File: src/rtl/gen_sine_pkg.sv
// rtl/gen_sine_pkg.sv - shared state encoding and default widths for the sine oscillator.
package gen_sine_pkg;

  localparam int DEF_DATA_W = 16;
  localparam int DEF_OUT_W  = 8;
  localparam int DEF_DIV_W  = 8;

  typedef enum logic {
    ST_IDLE = 1'b0,
    ST_RUN  = 1'b1
  } state_t;

endpackage

File: src/rtl/gen_sine_tick.sv
// rtl/gen_sine_tick.sv - sample-rate divider; tick fires once every div+1 enabled clocks.
module gen_sine_tick #(
  parameter int DIV_W = 8
) (
  input  logic             clk,
  input  logic             rst,
  input  logic             clr,
  input  logic             en,
  input  logic [DIV_W-1:0] div,
  output logic             tick
);

  logic [DIV_W-1:0] cnt;

  assign tick = en && (cnt == div);

  always_ff @(posedge clk) begin
    if (rst || clr) begin
      cnt <= '0;
    end else if (en) begin
      cnt <= tick ? '0 : cnt + DIV_W'(1);
    end
  end

endmodule

File: src/rtl/gen_sine_osc.sv
// rtl/gen_sine_osc.sv - magic-circle recursive sine oscillator with run-time config.
// Optional GEN_SINE_RESYNC_EN reloads s/c at each positive zero crossing.
module gen_sine_osc
  import gen_sine_pkg::*;
#(
  parameter int DATA_W = DEF_DATA_W,
  parameter int OUT_W  = DEF_OUT_W,
  parameter int DIV_W  = DEF_DIV_W
) (
  input  logic                      clk,
  input  logic                      rst,
  input  logic                      start,
  input  logic                      stop,
  input  logic [$clog2(DATA_W)-1:0] shift_k,
  input  logic [DATA_W-2:0]         amp,
  input  logic [DIV_W-1:0]          div,
  input  logic                      offset_bin,
  output logic [OUT_W-1:0]          out,
  output logic                      upd,
  output logic                      period,
  output logic                      busy
);

  localparam int K_W = $clog2(DATA_W);

  state_t state, state_nx;

  logic [K_W-1:0]           k_q;
  logic [DIV_W-1:0]         div_q;
  logic                     offset_bin_q;
  logic signed [DATA_W-1:0] s_q, c_q;
  logic signed [DATA_W-1:0] s_n, c_n;
  logic                     crossing;
  logic                     upd_q, period_q;
  logic                     tick;
  logic                     running;
`ifdef GEN_SINE_RESYNC_EN
  logic [DATA_W-2:0]        amp_q;
`endif

  always_ff @(posedge clk) begin
    if (rst) begin
      state <= ST_IDLE;
    end else begin
      state <= state_nx;
    end
  end

  always_comb begin
    state_nx = state;
    if (start) begin
      state_nx = ST_RUN;
    end else if (stop) begin
      state_nx = ST_IDLE;
    end
  end

  assign running = (state == ST_RUN);
  assign busy    = running;

  gen_sine_tick #(
    .DIV_W (DIV_W)
  ) u_tick (
    .clk  (clk),
    .rst  (rst),
    .clr  (start | stop),
    .en   (running),
    .div  (div_q),
    .tick (tick)
  );

  // The cosine update must use the freshly computed sine to keep the orbit closed.
  always_comb begin
    s_n      = s_q + (c_q >>> k_q);
    c_n      = c_q - (s_n >>> k_q);
    crossing = s_q[DATA_W-1] & ~s_n[DATA_W-1];
  end

  always_ff @(posedge clk) begin
    if (rst) begin
      k_q          <= '0;
      div_q        <= '0;
      offset_bin_q <= 1'b0;
      s_q          <= '0;
      c_q          <= '0;
      upd_q        <= 1'b0;
      period_q     <= 1'b0;
    end else if (start) begin
      k_q          <= (shift_k == '0) ? K_W'(1) : shift_k;
      div_q        <= div;
      offset_bin_q <= offset_bin;
      s_q          <= '0;
      c_q          <= {1'b0, amp};
      upd_q        <= 1'b0;
      period_q     <= 1'b0;
    end else if (stop) begin
      s_q      <= '0;
      c_q      <= '0;
      upd_q    <= 1'b0;
      period_q <= 1'b0;
    end else if (running && tick) begin
      upd_q    <= 1'b1;
      period_q <= crossing;
`ifdef GEN_SINE_RESYNC_EN
      if (crossing) begin
        s_q <= '0;
        c_q <= {1'b0, amp_q};
      end else begin
        s_q <= s_n;
        c_q <= c_n;
      end
`else
      s_q <= s_n;
      c_q <= c_n;
`endif
    end else begin
      upd_q    <= 1'b0;
      period_q <= 1'b0;
    end
  end

`ifdef GEN_SINE_RESYNC_EN
  always_ff @(posedge clk) begin
    if (rst) begin
      amp_q <= '0;
    end else if (start) begin
      amp_q <= amp;
    end
  end
`endif

  // Offset-binary is two's complement with the sign bit flipped.
  assign out    = s_q[DATA_W-1 -: OUT_W] ^ {offset_bin_q, {(OUT_W-1){1'b0}}};
  assign upd    = upd_q;
  assign period = period_q;

endmodule

File: config.mk
export PLATFORM = sky130hd
export DESIGN_NAME = gen_sine_osc
export DESIGN_NICKNAME = d
export VERILOG_FILES = /design/src/rtl/gen_sine_pkg.sv /design/src/rtl/gen_sine_tick.sv /design/src/rtl/gen_sine_osc.sv
export SDC_FILE = /design/constraint.sdc
export NUM_CORES = 1
export LEC_CHECK = 0
export CAP_MARGIN = 0
export CORE_MARGIN = 2
export CORE_UTILIZATION = 51
export CTS_CLUSTER_SIZE = 20
export DETAILED_ROUTE_END_ITERATION = 12
export PLACE_DENSITY = 0.71
export REMOVE_ABC_BUFFERS = 1
export SKIP_CTS_REPAIR_TIMING = 1
export SLEW_MARGIN = 30
export SYNTH_ARGS = -nofsm -noshare
export SYNTH_HDL_FRONTEND = slang
export SYNTH_SLANG_ARGS = --single-unit
File: constraint.sdc
create_clock -name clk -period 7.5 [get_ports clk]
set_clock_uncertainty 0.15 [all_clocks]
set_input_delay 0.75 -clock clk [delete_from_list [all_inputs] [get_ports clk]]
set_output_delay 0.75 -clock clk [all_outputs]
set_load 0.05 [all_outputs]
==> results of run 1 <==
## power by group through the flow
stage | Clock [mW] | Sequential [mW] | Combinational [mW]
2_1_floorplan | 0 | 0.335 | 0.317
3_3_place_gp | 0 | 0.330 | 0.441
3_5_place_dp | 0 | 0.331 | 0.442
4_1_cts | 0.192 | 0.324 | 0.446
5_1_grt | 0.203 | 0.326 | 0.494
6_report | 0.185 | 0.324 | 0.452
## synth_stat cells, types with 4 or more instances
cell type / count
buf_1: 6
ha_1: 31
o21ai_1: 4
mux2i_1: 46
a21o_1: 6
xor2_1: 12
o21ai_0: 21
clkbuf_1: 30
nand3_1: 12
and3_1: 4
nor2b_1: 6
dfxtp_1: 56
mux4_2: 19
xnor2_1: 24
nor3_1: 21
nand2b_1: 10
buf_4: 7
a211oi_1: 26
mux2_2: 4
a21oi_1: 52
o211ai_1: 4
inv_1: 8
nor2_1: 95
nand2_1: 42
a211o_1: 7
and2_1: 10
a31oi_1: 8
o21a_1: 8
## worst reg2reg max path, delay by kind of cell (launching register included)
| kind | cells | cell delay, ns |
|---|---|---|
| flops | 1 | 0.73 |
| compound gates | 13 | 3.10 |
| xor+xnor | 1 | 0.17 |
| simple gates | 4 | 0.64 |
| mux | 3 | 1.03 |
| fa+ha+maj | 3 | 1.01 |
## per-stage QoR
step / utilization / hold WS (ns)
6_report: 0.583 / 0.347
5_1_grt: 0.583 / 0.386
4_1_cts: 0.583 / 0.355
3_5_place_dp: 0.574 / 0.341
3_3_place_gp: 0.574 / 0.335
2_1_floorplan: - / 0.309
## cell families (layout without fill, tap and decap cells)
kind of cell	after synthesis	after routing	synth area share
mux	69	69	0.173
buf+inv	59	78	0.0480
xor+xnor	37	37	0.0636
compound gates	181	181	0.235
flops	56	56	0.208
simple gates	223	223	0.193
fa+ha+maj	33	33	0.0794
## flip-flops by register name (all words and copies together), names as in the netlist
register,flops
c_q,16
s_q,16
div_q,8
u_tick.cnt,8
k_q,4
busy,1
offset_bin_q,1
period,1
upd,1
## worst max-delay path by stage
| stage | from | to | cells past startpoint |
|---|---|---|---|
| 2_1_floorplan | k_q[0]$_SDFFE_PP0P_ | c_q[14]$_SDFFE_PP0P_ | 22 |
| 3_3_place_gp | k_q[1]$_SDFFE_PP0P_ | c_q[14]$_SDFFE_PP0P_ | 26 |
| 3_5_place_dp | k_q[1]$_SDFFE_PP0P_ | c_q[14]$_SDFFE_PP0P_ | 24 |
| 4_1_cts | k_q[1]$_SDFFE_PP0P_ | c_q[14]$_SDFFE_PP0P_ | 24 |
| 5_1_grt | k_q[1]$_SDFFE_PP0P_ | c_q[14]$_SDFFE_PP0P_ | 22 |
| 6_report | k_q[1]$_SDFFE_PP0P_ | c_q[14]$_SDFFE_PP0P_ | 24 |
## metal layers
metal | share of wire | GRT usage | vias to the layer above
met5 | 0 | 0 | -
met4 | 0.041 | 0.122 | 0
met3 | 0.044 | 0.0286 | 37
met2 | 0.47 | 0.456 | 189
met1 | 0.44 | 0.375 | 2430
li1 | - | - | 2460
## final cells by class
type	count	share of cell area
Timing Repair Buffer	58	0.0902
Tap cell	136	0.0284
Clock buffer	5	0.0115
Clock inverter	3	0.00459
Multi-Input combinational cell	543	0.671
Sequential cell	56	0.187
Inverter	12	0.00752
==> flow_summary.json, run 1 <==
{
  "htree_levels": 2,
  "layout_common_cells": "nor2_1, dfxtp_1, a21oi_1",
  "rows": 37,
  "die_w_um": 107,
  "finalPower_mw": 0.960,
  "synthTopCellsByArea": "dfxtp_1, mux2i_1, mux4_2",
  "cp_slowest_stage_delay_ns": 0.73,
  "dp_hpwl_um": 11700,
  "p_sw_mw": 0.383,
  "start_kind": "flop",
  "clkLatencyLatePin_ns": 0.33,
  "finalHoldViolCount": 0,
  "p_seq_frac": 0.337,
  "r2r_slack_ns": 0.58,
  "worstHoldEndpoint": "period$_SDFF_PP0_",
  "drtIter0Drc": 406,
  "die_h_um": 107,
  "placed_cell_area_mm2": 0.00589,
  "yosysSeqAreaShare": 0.208,
  "root_buffer": "clkbuf_8",
  "synth_warnings": 0,
  "diodes": 0,
  "final_area_mm2": 0.00599,
  "r2r-start": "k_q[1]$_SDFFE_PP0P_",
  "power_frac_clock": 0.192,
  "postRouteAntennaNets": 0,
  "cts_tree": "done",
  "slowest_stage": "dfxtp_1",
  "portBuffers": 42,
  "io_pins": 43,
  "dp.cells": 805,
  "arrival_ns": 7.00,
  "area_growth_pct": 11.1,
  "layout-drive-gt1-share": 0.0975,
  "final-seq-area_mm2": 0.00112,
  "synth_top_area_cell": "dfxtp_1",
  "start_util": 0.525,
  "drt_wl_total_um": 15300,
  "tightest_slew_ns": 0.879,
  "swShare": 0.399,
  "antenna_found_initial": 0,
  "grt_max_degree": 39,
  "synthArstFlopShare": 0,
  "routedWlPerCell_um": 18.8,
  "ys_ff_latch": 56,
  "yosysTopAreaCellShare": 0.208,
  "drv_cap": 0,
  "fp.dieArea_mm2": 0.0114,
  "fmax_mhz": 144,
  "multiInputGateArea_mm2": 0.00402,
  "instances_no_fill": 813,
  "avgSynthCellArea_um2": 8.20,
  "p_comb_frac": 0.470,
  "final_common_cell": "nor2_1",
  "fillerInstances": 947,
  "setup_viol": 0,
  "synth_area_mm2": 0.00539,
  "drt_first_pass_iters": 5,
  "cts_sinks": 56,
  "numCtsBuffers": 5,
  "min-delay-start": "s_q[15]$_SDFFE_PP0P_",
  "route.detailed.drc": 0,
  "power.internal_mw": 0.577,
  "core_mm2": 0.0103,
  "synth-edff-count": 0,
  "gp_congestion": 0.995,
  "overflow": 0,
  "rr_worst_depth": 24,
  "ys_types": 75,
  "status": "finished clean",
  "crit_fanout": 16,
  "setup_slack_ns": 0.579,
  "powerDensity_mw_per_mm2": 160,
  "rsz0062_at_grt": "false",
  "synthCells": 658,
  "synth-main-ff-cell": "dfxtp_1",
  "r2r-end": "c_q[14]$_SDFFE_PP0P_",
  "num-nets-final": 741,
  "grt_pass1_wl_um": 25600,
  "grt_pass1_vias": 4921,
  "fin_setup_tns_ns": 0,
  "p_leak_nw": 2.33,
  "min_path_cells": 2,
  "dr_total_vias": 5116,
  "crit_chain": "mux2_2 -> nor2_1 -> a21oi_1 -> mux2_2 -> nand2_1 -> o21ai_0 -> ha_1 -> fa_1 -> a21o_1 -> a221o_1 -> a2111oi_0 -> a211o_2 -> mux4_2 -> nor3_1 -> or4_1 -> ha_1 -> o21a_1 -> o31a_1 -> o21bai_1 -> a21oi_1 -> o41ai_1 -> o21ai_0 -> xor2_1 -> a221o_1",
  "viasPerCell": 6.29,
  "min_path_type": "flop to flop",
  "maxSlewHeadroom": 0.414,
  "crit_type": "flop to flop",
  "cp.required_ns": 7.58,
  "critPathTopFamily": "compound AO/OA/AOI/OAI gates",
  "endpoint_kind": "flop",
  "finalCritPeriodShare": 0.923,
  "ir_drop_mv": 0.107,
  "clock_path_buffers": 2,
  "dp_slack_ns": 0.650,
  "track_usage": 0.280,
  "clk_pin_slew_ns": 0.11,
  "worst-path-buf-inv": 0,
  "slew_viol_final": 0,
  "period_minus_slack_ns": 6.92
}
Power figures use the tool's default switching activity.
==> run 2, diff against run 1 <==
clock period = 8.63 ns   (was 7.5 ns; I/O delays follow)
==> run 2 against run 1 <==
  * Hold slack better by 0.0072 ns
  * Highest routed layer unchanged
  * Cell area down 0.65%
  * Critical path type unchanged
  * Critical path depth down 3
  * Maximum frequency down 6.4%
==> flow_summary.json, run 2 (synthesis gave the netlist of run 1 again) <==
{
  "status": "finished clean",
  "drt_first_pass_iters": 6,
  "postRouteAntennaNets": 0,
  "fillerInstances": 950,
  "die_w_um": 107,
  "clock_path_buffers": 2,
  "slowest_stage": "dfxtp_1",
  "cts_tree": "done",
  "ir_drop_mv": 0.112,
  "layout-drive-gt1-share": 0.0908,
  "routedWlPerCell_um": 19.2,
  "powerDensity_mw_per_mm2": 140,
  "numCtsBuffers": 5,
  "arrival_ns": 7.49,
  "finalPower_mw": 0.835,
  "grt_pass1_wl_um": 25400,
  "fmax_mhz": 135,
  "diodes": 0,
  "cp_slowest_stage_delay_ns": 0.73,
  "route.detailed.drc": 0,
  "htree_levels": 2,
  "io_pins": 43,
  "start_util": 0.525,
  "gp_congestion": 0.994,
  "min_path_type": "flop to flop",
  "die_h_um": 107,
  "postLayoutCoreUtil": 0.579,
  "clk_pin_slew_ns": 0.12,
  "grt_pass1_vias": 4842,
  "crit_type": "flop to flop",
  "overflow": 0,
  "portBuffers": 42,
  "root_buffer": "clkbuf_8",
  "maxSlewHeadroom": 0.556,
  "drt_wl_total_um": 15500,
  "track_usage": 0.281,
  "fp.dieArea_mm2": 0.0114,
  "cp.required_ns": 8.73,
  "viasPerCell": 6.29,
  "antenna_found_initial": 0,
  "area_growth_pct": 10.4,
  "setup_viol": 0,
  "dp_hpwl_um": 11900,
  "p_leak_nw": 2.30,
  "slew_viol_final": 0,
  "layout_common_cells": "nor2_1, dfxtp_1, a21oi_1",
  "clkLatencyLatePin_ns": 0.34,
  "tightest_slew_ns": 0.661,
  "dr_total_vias": 5080,
  "endpoint_kind": "flop",
  "crit_fanout": 27,
  "drtIter0Drc": 433,
  "grt_max_degree": 39,
  "fin_setup_tns_ns": 0,
  "rsz0062_at_grt": "false",
  "crit_chain": "buf_4 -> inv_1 -> nor2_1 -> a21oi_1 -> mux4_2 -> fa_1 -> a21o_1 -> a221o_1 -> and2_4 -> a211o_2 -> mux4_2 -> a211oi_1 -> ha_1 -> o21a_1 -> o21ai_0 -> o21bai_1 -> a21oi_1 -> o41ai_1 -> o21ai_0 -> xor2_1 -> a221o_1",
  "reg_top3": "c_q: 16 flops, s_q: 16 flops",
  "final_common_cell": "nor2_1",
  "period_minus_slack_ns": 7.40,
  "cts_sinks": 56,
  "drv_cap": 0,
  "num-nets-final": 736,
  "rows": 37,
  "finalCritPeriodShare": 0.857,
  "core_mm2": 0.0103,
  "finalHoldViolCount": 0,
  "start_kind": "flop"
}
==> run 2: changes by cell type in the layout (fill, tap and decap cells not counted), sizes merged <==
cell,previous run,this run
buf,16,11
clkinv,3,2
clkinvlp,1,2
==> run 2: routing by layer <==
metal	vias to the layer above	share of wire	global-route usage
met3	49	0.057	0.0371
met5	-	0	0
li1	2446	-	-
met2	184	0.47	0.471
met1	2401	0.43	0.357
met4	0	0.046	0.136
==> run 2: layout make-up <==
| cell class | instances | area (µm²) | area share |
|---|---|---|---|
| clock inverter | 3 | 26.3 | 0.00441 |
| clock buffer | 5 | 68.8 | 0.0116 |
| timing repair buffer | 53 | 503 | 0.0845 |
| sequential | 56 | 1120 | 0.188 |
| tap | 136 | 170 | 0.0286 |
| inverter | 12 | 45.0 | 0.00757 |
| multi-input combinational | 543 | 4020 | 0.675 |
==> run 2: final timing paths <==
path	depth (start not counted)	startpoint	slack [ns]	end
min	2	s_q[15]$_SDFFE_PP0P_	0.35	period$_SDFF_PP0_
max	21	k_q[1]$_SDFFE_PP0P_	1.23	c_q[14]$_SDFFE_PP0P_
min reg2reg	2	s_q[15]$_SDFFE_PP0P_	0.35	period$_SDFF_PP0_
max reg2reg	21	k_q[1]$_SDFFE_PP0P_	1.23	c_q[14]$_SDFFE_PP0P_
==> run 2: critical path, delay by kind of cell (launching register included) <==
kind,cells,cell delay [ns]
buffers and inverters,2,0.71
flip-flops,1,0.73
AO/OA/AOI/OAI,12,3.33
adder cells (fa/ha/maj),2,0.83
XOR/XNOR,1,0.18
multiplexers,2,1.03
AND/OR/NAND/NOR,2,0.35
==> run 2: through the flow <==
step / std cells / area, µm² / hold WS (ns) / setup slack [ns]
2_1_floorplan: 611 / 5180 / 0.309 / 1.49
3_3_place_gp: 800 / 5860 / 0.336 / 1.57
3_5_place_dp: 800 / 5860 / 0.342 / 1.43
4_1_cts: 808 / 5950 / 0.361 / 1.39
5_1_grt: 808 / 5950 / 0.391 / 0.817
6_report: 808 / 5950 / 0.355 / 1.23
==> run 2: power by group <==
part           switching (mW)  total, mW  internal [mW]  leakage [nW]
Combinational           0.219      0.390          0.172          1.80
Clock                   0.103      0.162         0.0594        0.0423
Sequential             0.0145      0.282          0.268         0.457
Total                   0.336      0.835          0.499          2.30
